**config.mk**
```make
export PLATFORM = sky130hd
export DESIGN_NAME = load_store_unit
export DESIGN_NICKNAME = d
export VERILOG_FILES = /design/src/rtl/lsu_pkg.sv /design/src/rtl/lsu_lane.sv /design/src/rtl/load_store_unit.sv
export SDC_FILE = /design/constraint.sdc
export NUM_CORES = 1
export LEC_CHECK = 0
export BUFFER_PORTS_ARGS = -buffer_cell sky130_fd_sc_hd__buf_4
export CORE_MARGIN = 2
export CORE_UTILIZATION = 40
export DETAILED_ROUTE_END_ITERATION = 8
export GPL_TIMING_DRIVEN = 0
export PLACE_DENSITY = 0.76
export SLEW_MARGIN = 20
export SYNTH_ARGS = -nofsm -noshare
export SYNTH_HDL_FRONTEND = slang
export SYNTH_SLANG_ARGS = --single-unit
export TNS_END_PERCENT = 20
```
**constraint.sdc**
```tcl
create_clock -name clk_i -period 2.65 [get_ports clk_i]
set_input_delay 0.6625 -clock clk_i [delete_from_list [all_inputs] [get_ports clk_i]]
set_output_delay 0.6625 -clock clk_i [all_outputs]
set_load 0.01 [all_outputs]
```
**src/rtl/lsu_pkg.sv**
```systemverilog
// Shared types and helpers for the load/store sequencer: op encodings, FSM states,
// lane widths and request classification.
package lsu_pkg;

    typedef enum logic [2:0] {
        OP_LW = 3'd0,
        OP_LH = 3'd1,
        OP_LB = 3'd2,
        OP_SW = 3'd4,
        OP_SH = 3'd5,
        OP_SB = 3'd6
    } lsu_op_t;

    typedef enum logic [2:0] {
        S_IDLE,
        S_RD,
        S_CAP,
        S_RMW_RD,
        S_MERGE,
        S_WR,
        S_RESP
    } lsu_state_t;

    localparam int unsigned LANE_B_W = 8;
    localparam int unsigned LANE_H_W = 16;

    // Reserved encodings fall back to a word load.
    function automatic lsu_op_t decode_op(input logic [2:0] raw);
        case (raw)
            3'd1:    return OP_LH;
            3'd2:    return OP_LB;
            3'd4:    return OP_SW;
            3'd5:    return OP_SH;
            3'd6:    return OP_SB;
            default: return OP_LW;
        endcase
    endfunction

    function automatic logic is_misaligned(input lsu_op_t op, input logic [1:0] lo);
        case (op)
            OP_LW, OP_SW: return (lo != 2'b00);
            OP_LH, OP_SH: return lo[0];
            default:      return 1'b0;
        endcase
    endfunction

endpackage

```
**src/rtl/lsu_lane.sv**
```systemverilog
// Byte/halfword lane logic: sign-extending load extraction and sub-word store merge.
// Purely combinational; little-endian lane numbering.
module lsu_lane
    import lsu_pkg::*;
(
    input  logic [31:0] word_i,
    input  logic [31:0] wdata_i,
    input  logic [1:0]  addr_lo_i,
    input  lsu_op_t     op_i,
    output logic [31:0] load_o,
    output logic [31:0] store_o
);

    function automatic logic [31:0] extract(input logic [31:0] word,
                                            input logic [1:0]  lo,
                                            input lsu_op_t     op);
        logic [LANE_B_W-1:0] b;
        logic [LANE_H_W-1:0] h;
        case (lo)
            2'd0:    b = word[7:0];
            2'd1:    b = word[15:8];
            2'd2:    b = word[23:16];
            default: b = word[31:24];
        endcase
        h = lo[1] ? word[31:16] : word[15:0];
        case (op)
            OP_LB:   return {{24{b[LANE_B_W-1]}}, b};
            OP_LH:   return {{16{h[LANE_H_W-1]}}, h};
            default: return word;
        endcase
    endfunction

    function automatic logic [31:0] merge(input logic [31:0] word,
                                          input logic [31:0] wdata,
                                          input logic [1:0]  lo,
                                          input lsu_op_t     op);
        logic [31:0] m;
        m = word;
        case (op)
            OP_SB: begin
                case (lo)
                    2'd0:    m[7:0]   = wdata[LANE_B_W-1:0];
                    2'd1:    m[15:8]  = wdata[LANE_B_W-1:0];
                    2'd2:    m[23:16] = wdata[LANE_B_W-1:0];
                    default: m[31:24] = wdata[LANE_B_W-1:0];
                endcase
            end
            OP_SH: begin
                if (lo[1]) m[31:16] = wdata[LANE_H_W-1:0];
                else       m[15:0]  = wdata[LANE_H_W-1:0];
            end
            default: m = wdata;
        endcase
        return m;
    endfunction

    assign load_o  = extract(word_i, addr_lo_i, op_i);
    assign store_o = merge(word_i, wdata_i, addr_lo_i, op_i);

endmodule

```
**src/rtl/load_store_unit.sv**
```systemverilog
// Multicycle load/store sequencer between the CPU datapath and a single-port
// synchronous data memory (read data valid one cycle after the address).
//
// state    | meaning
// ---------+-----------------------------------------------------------
// S_IDLE   | ready for a request; memory port and response idle at 0
// S_RD     | load: word address presented to memory
// S_CAP    | load: extract/sign-extend lane from read data into response
// S_RMW_RD | SB/SH: word address presented for read-modify-write
// S_MERGE  | SB/SH: splice store lane(s) into read word, latch merged word
// S_WR     | single-cycle memory write strobe
// S_RESP   | one-cycle response pulse (data or misalignment error)
module load_store_unit
    import lsu_pkg::*;
(
    input  logic        clk_i,
    input  logic        rst_ni,
    input  logic        req_valid_i,
    output logic        req_ready_o,
    input  logic [2:0]  req_op_i,
    input  logic [31:0] req_addr_i,
    input  logic [31:0] req_wdata_i,
    output logic        resp_valid_o,
    output logic [31:0] resp_rdata_o,
    output logic        resp_error_o,
    output logic [31:0] mem_addr_o,
    output logic        mem_wr_o,
    output logic [31:0] mem_wdata_o,
    input  logic [31:0] mem_rdata_i
);

    lsu_state_t  state_q, state_d;
    lsu_op_t     op_q, op_d;
    logic [31:0] addr_q, addr_d;
    logic [31:0] wdata_q, wdata_d;
    logic [31:0] rdata_q, rdata_d;
    logic        err_q, err_d;

    logic [31:0] lane_load;
    logic [31:0] lane_store;
    lsu_op_t     req_op;

    assign req_op = decode_op(req_op_i);

    lsu_lane u_lane (
        .word_i    (mem_rdata_i),
        .wdata_i   (wdata_q),
        .addr_lo_i (addr_q[1:0]),
        .op_i      (op_q),
        .load_o    (lane_load),
        .store_o   (lane_store)
    );

    always_ff @(posedge clk_i or negedge rst_ni) begin
        if (!rst_ni) begin
            state_q <= S_IDLE;
            op_q    <= OP_LW;
            addr_q  <= '0;
            wdata_q <= '0;
            rdata_q <= '0;
            err_q   <= 1'b0;
        end else begin
            state_q <= state_d;
            op_q    <= op_d;
            addr_q  <= addr_d;
            wdata_q <= wdata_d;
            rdata_q <= rdata_d;
            err_q   <= err_d;
        end
    end

    always_comb begin
        state_d = state_q;
        op_d    = op_q;
        addr_d  = addr_q;
        wdata_d = wdata_q;
        rdata_d = rdata_q;
        err_d   = err_q;
        case (state_q)
            S_IDLE: begin
                if (req_valid_i) begin
                    op_d = req_op;
                    // A misaligned request registers zeros so the memory port stays quiet.
                    if (is_misaligned(req_op, req_addr_i[1:0])) begin
                        err_d   = 1'b1;
                        addr_d  = '0;
                        wdata_d = '0;
                        state_d = S_RESP;
                    end else begin
                        err_d   = 1'b0;
                        addr_d  = req_addr_i;
                        wdata_d = req_wdata_i;
                        case (req_op)
                            OP_SW:        state_d = S_WR;
                            OP_SB, OP_SH: state_d = S_RMW_RD;
                            default:      state_d = S_RD;
                        endcase
                    end
                end
            end
            S_RD:     state_d = S_CAP;
            S_CAP: begin
                rdata_d = lane_load;
                state_d = S_RESP;
            end
            S_RMW_RD: state_d = S_MERGE;
            S_MERGE: begin
                wdata_d = lane_store;
                state_d = S_WR;
            end
            S_WR:     state_d = S_RESP;
            S_RESP: begin
                rdata_d = '0;
                err_d   = 1'b0;
                state_d = S_IDLE;
            end
            default:  state_d = S_IDLE;
        endcase
    end

    assign req_ready_o  = (state_q == S_IDLE);
    assign resp_valid_o = (state_q == S_RESP);
    assign resp_error_o = (state_q == S_RESP) && err_q;
    assign resp_rdata_o = rdata_q;
    assign mem_wr_o     = (state_q == S_WR);
    assign mem_addr_o   = (state_q == S_IDLE) ? 32'h0 : {addr_q[31:2], 2'b00};
    assign mem_wdata_o  = (state_q == S_IDLE) ? 32'h0 : wdata_q;

endmodule

```
==> summary.txt <==
P per Cell Area -> 1180 nW/um^2
Post-synth EDFFs -> 0
CP Data Required Time -> 1990 ps
Largest net degree at the start of global routing -> 104
Initial Util -> 40.4%
Post-synth top flop -> dfrtp_1
H-tree depth -> 3
CP endpoint kind -> primary output
Yosys warns -> 0
Sink Count -> 103
Max frequency -> 383 MHz
RSZ-0062 raised after global routing -> true
Setup TNS -> 0 ps
Hold Buf Count CTS -> 0
Layout cells sized above 1 -> 30.7%
Clock Tree Buf Depth -> 2
Vias -> 6256
Grt total ovfl -> 0
CP startpoint kind -> flop
Pwr Total -> 9.65 mW
Mapped cell area -> 6080 um^2
Cell variety after synth -> 59
Die X -> 127 um
Mapped Avg Cell Area -> 8.56 um^2
Max-cap violations -> 0
Hold_ws -> 402 ps
Row count -> 45
Core area -> 15000 um^2
I/O pin cnt -> 202
Residual DRC -> 0
IO Port Bufs -> 199
Tcrit/Tclk final -> 98.4%
Hold WC Path Type -> primary input to asynchronous set/reset pin
Area delta synth->final -> 35.0%
Root Driver -> clkbuf_16
Clock slew at reported path FFs -> 70 ps
Wire per inst -> 19.1 um
RR Startpoint -> state_q[2]$_DFFE_PN0P_
Worst setup startpoint -> state_q[1]$_DFFE_PN0P_
Die Span Y -> 127 um
Least-Margin Pin Slew -> 956 ps
Period minus WS final -> 2610 ps
Post-synthesis sequential area ratio -> 42.4%
Routed wire length -> 21300 um
Drt initial violations -> 479
CTS tree -> built
FFs w/ async S/R, synth -> 100%
WP data arrival -> 1950 ps
Peak supply drop -> 0.000634 V
Total Nets Final -> 1030
Outcome -> completed
Vias/cell -> 5.61
Max-slew violations -> 0
Vias in the first global route -> 6072
Drt pass-1 iters -> 5
Leakage power -> 3.94 nW
Total CTS buffers -> 9
Synth Register Bits -> 103
Setup CP Type -> flop to primary output
Antenna Cells -> 0
Leading cell types in the layout, fill and taps excluded -> 207 x buf_4, 141 x nand2_1, 103 x dfrtp_1
Total Routing Usage GR -> 26.4%
Commonest non-fill, non-tap cell in the layout -> buf_4
Slew HR -> 36.3%
Final HPWL DP -> 16100 um
Initial antenna violation count -> 0
Cells after Synth -> 710
Hold Violations, Final -> 0
Crit-path max FO -> 10
Die footprint -> 16200 um^2
Post-route antenna net violation count -> 0
RePlAce Congestion -> 1.01
Worst skew pair latency -> 360 ps
Clock skew -> 7.19 ps
Final setup vio count -> 0
First-pass GRT wire length -> 33100 um
[per-layer routing]
metal / global-route usage (%) / up-vias / part of all wire (%)
met1: 33.5 / 2971 / 40
li1: - / 2916 / -
met4: 9.11 / 0 / 2.9
met2: 42.9 / 325 / 47
met5: 0 / - / 0
met3: 8.25 / 44 / 10
[where the power goes]
group | total (mW) | internal [mW] | switching, mW
Clock | 1.38 | 0.764 | 0.620
Combinational | 5.54 | 2.44 | 3.10
Sequential | 2.72 | 2.25 | 0.469
Total | 9.65 | 5.46 | 4.19
[stage by stage]
step | area, um^2 | instances | util (%) | setup WS (ps)
after floorplan | 6080 | 711 | - | 247
after global placement | 7810 | 1098 | 51.9 | -470
after detailed placement | 7810 | 1098 | 52.0 | -478
after CTS | 8200 | 1116 | 54.6 | 13.7
after global routing | 8200 | 1116 | 54.6 | -9.72
final | 8200 | 1116 | 54.6 | 41.5
[cell families (layout without fill, tap and decap cells)]
logic type,after synthesis,in the layout,synth area share (%)
adders and majority gates,5,5,1.03
muxes,34,34,6.05
AOI/OAI and AO/OA,178,178,19.0
DFF,103,103,42.4
buffers and inverters,64,281,5.00
other,1,2,0.0617
and+or+nand+nor,323,323,26.0
xor gates and xnor gates,2,2,0.412
[area by class of cell]
type / instances / area (um^2)
inverters: 6 / 22.5
multi-input cells: 544 / 3210
repair buffers: 203 / 1540
well taps: 188 / 235
clock buffers: 10 / 239
flip-flops and latches: 103 / 2580
clock inverters: 6 / 66.3
fillers: 1417 / 6830
plain buffers: 56 / 314
[worst max-delay path, stage by stage (launching register included)]
cell      delay [ps]
dfrtp_1          380
buf_6            140
or2_4            280
nor2_4           130
buf_4            150
clkbuf_8         150
and2b_1          210
buf_4            150
[synthesized netlist by cell type, drive strengths merged (2+ instances only)]
master | n | area (um^2)
nand2 | 141 | 529
dfrtp | 103 | 2580
o21ai | 72 | 360
nor2b | 56 | 350
a21oi | 45 | 225
nor2 | 39 | 146
clkbuf | 32 | 121
nand3 | 31 | 155
buf | 26 | 160
mux2 | 22 | 248
a31oi | 15 | 93.8
nor3 | 13 | 81.3
mux2i | 12 | 120
and2b | 10 | 75.1
a311oi | 9 | 85.1
nand3b | 9 | 67.6
o2111a | 8 | 90.1
or3 | 8 | 50.1
a222oi | 7 | 70.1
o2111ai | 7 | 61.3
inv | 6 | 22.5
ha | 5 | 62.6
nand2b | 3 | 18.8
and3b | 2 | 17.5
nor4bb | 2 | 20.0
o311ai | 2 | 25.0
or3b | 2 | 17.5
xor2 | 2 | 25.0
[final timing paths]
check                                                     to  slack [ps]  cells after the start
worst min register to register        addr_q[18]$_DFFE_PN0P_         460                      2
worst max-delay path                           mem_addr_o[3]          40                      7
worst min-delay path                  addr_q[19]$_DFFE_PN0P_         400                      1
max in group asynchronous       resp_rdata_o[12]$_DFFE_PN0P_        1580                      1
min in group clk_i                    addr_q[18]$_DFFE_PN0P_         460                      2
worst max register to register       wdata_q[22]$_DFFE_PN0P_         320                      6
[state kept, by name, summed over array words and instances, names as in the netlist]
| signal | cells |
|---|---|
| state_q | 3 |
| wdata_q | 32 |
| addr_q | 32 |
| err_q | 1 |
| op_q | 3 |
| resp_rdata_o | 32 |
[what timing repair did]
item                       CTS  global route
pin swaps                    1             1
cloned                       0             0
gates resized for setup     18             0
setup endpoints to repair   64             7
buffers inserted             4             0
Power figures use the tool's default switching activity.
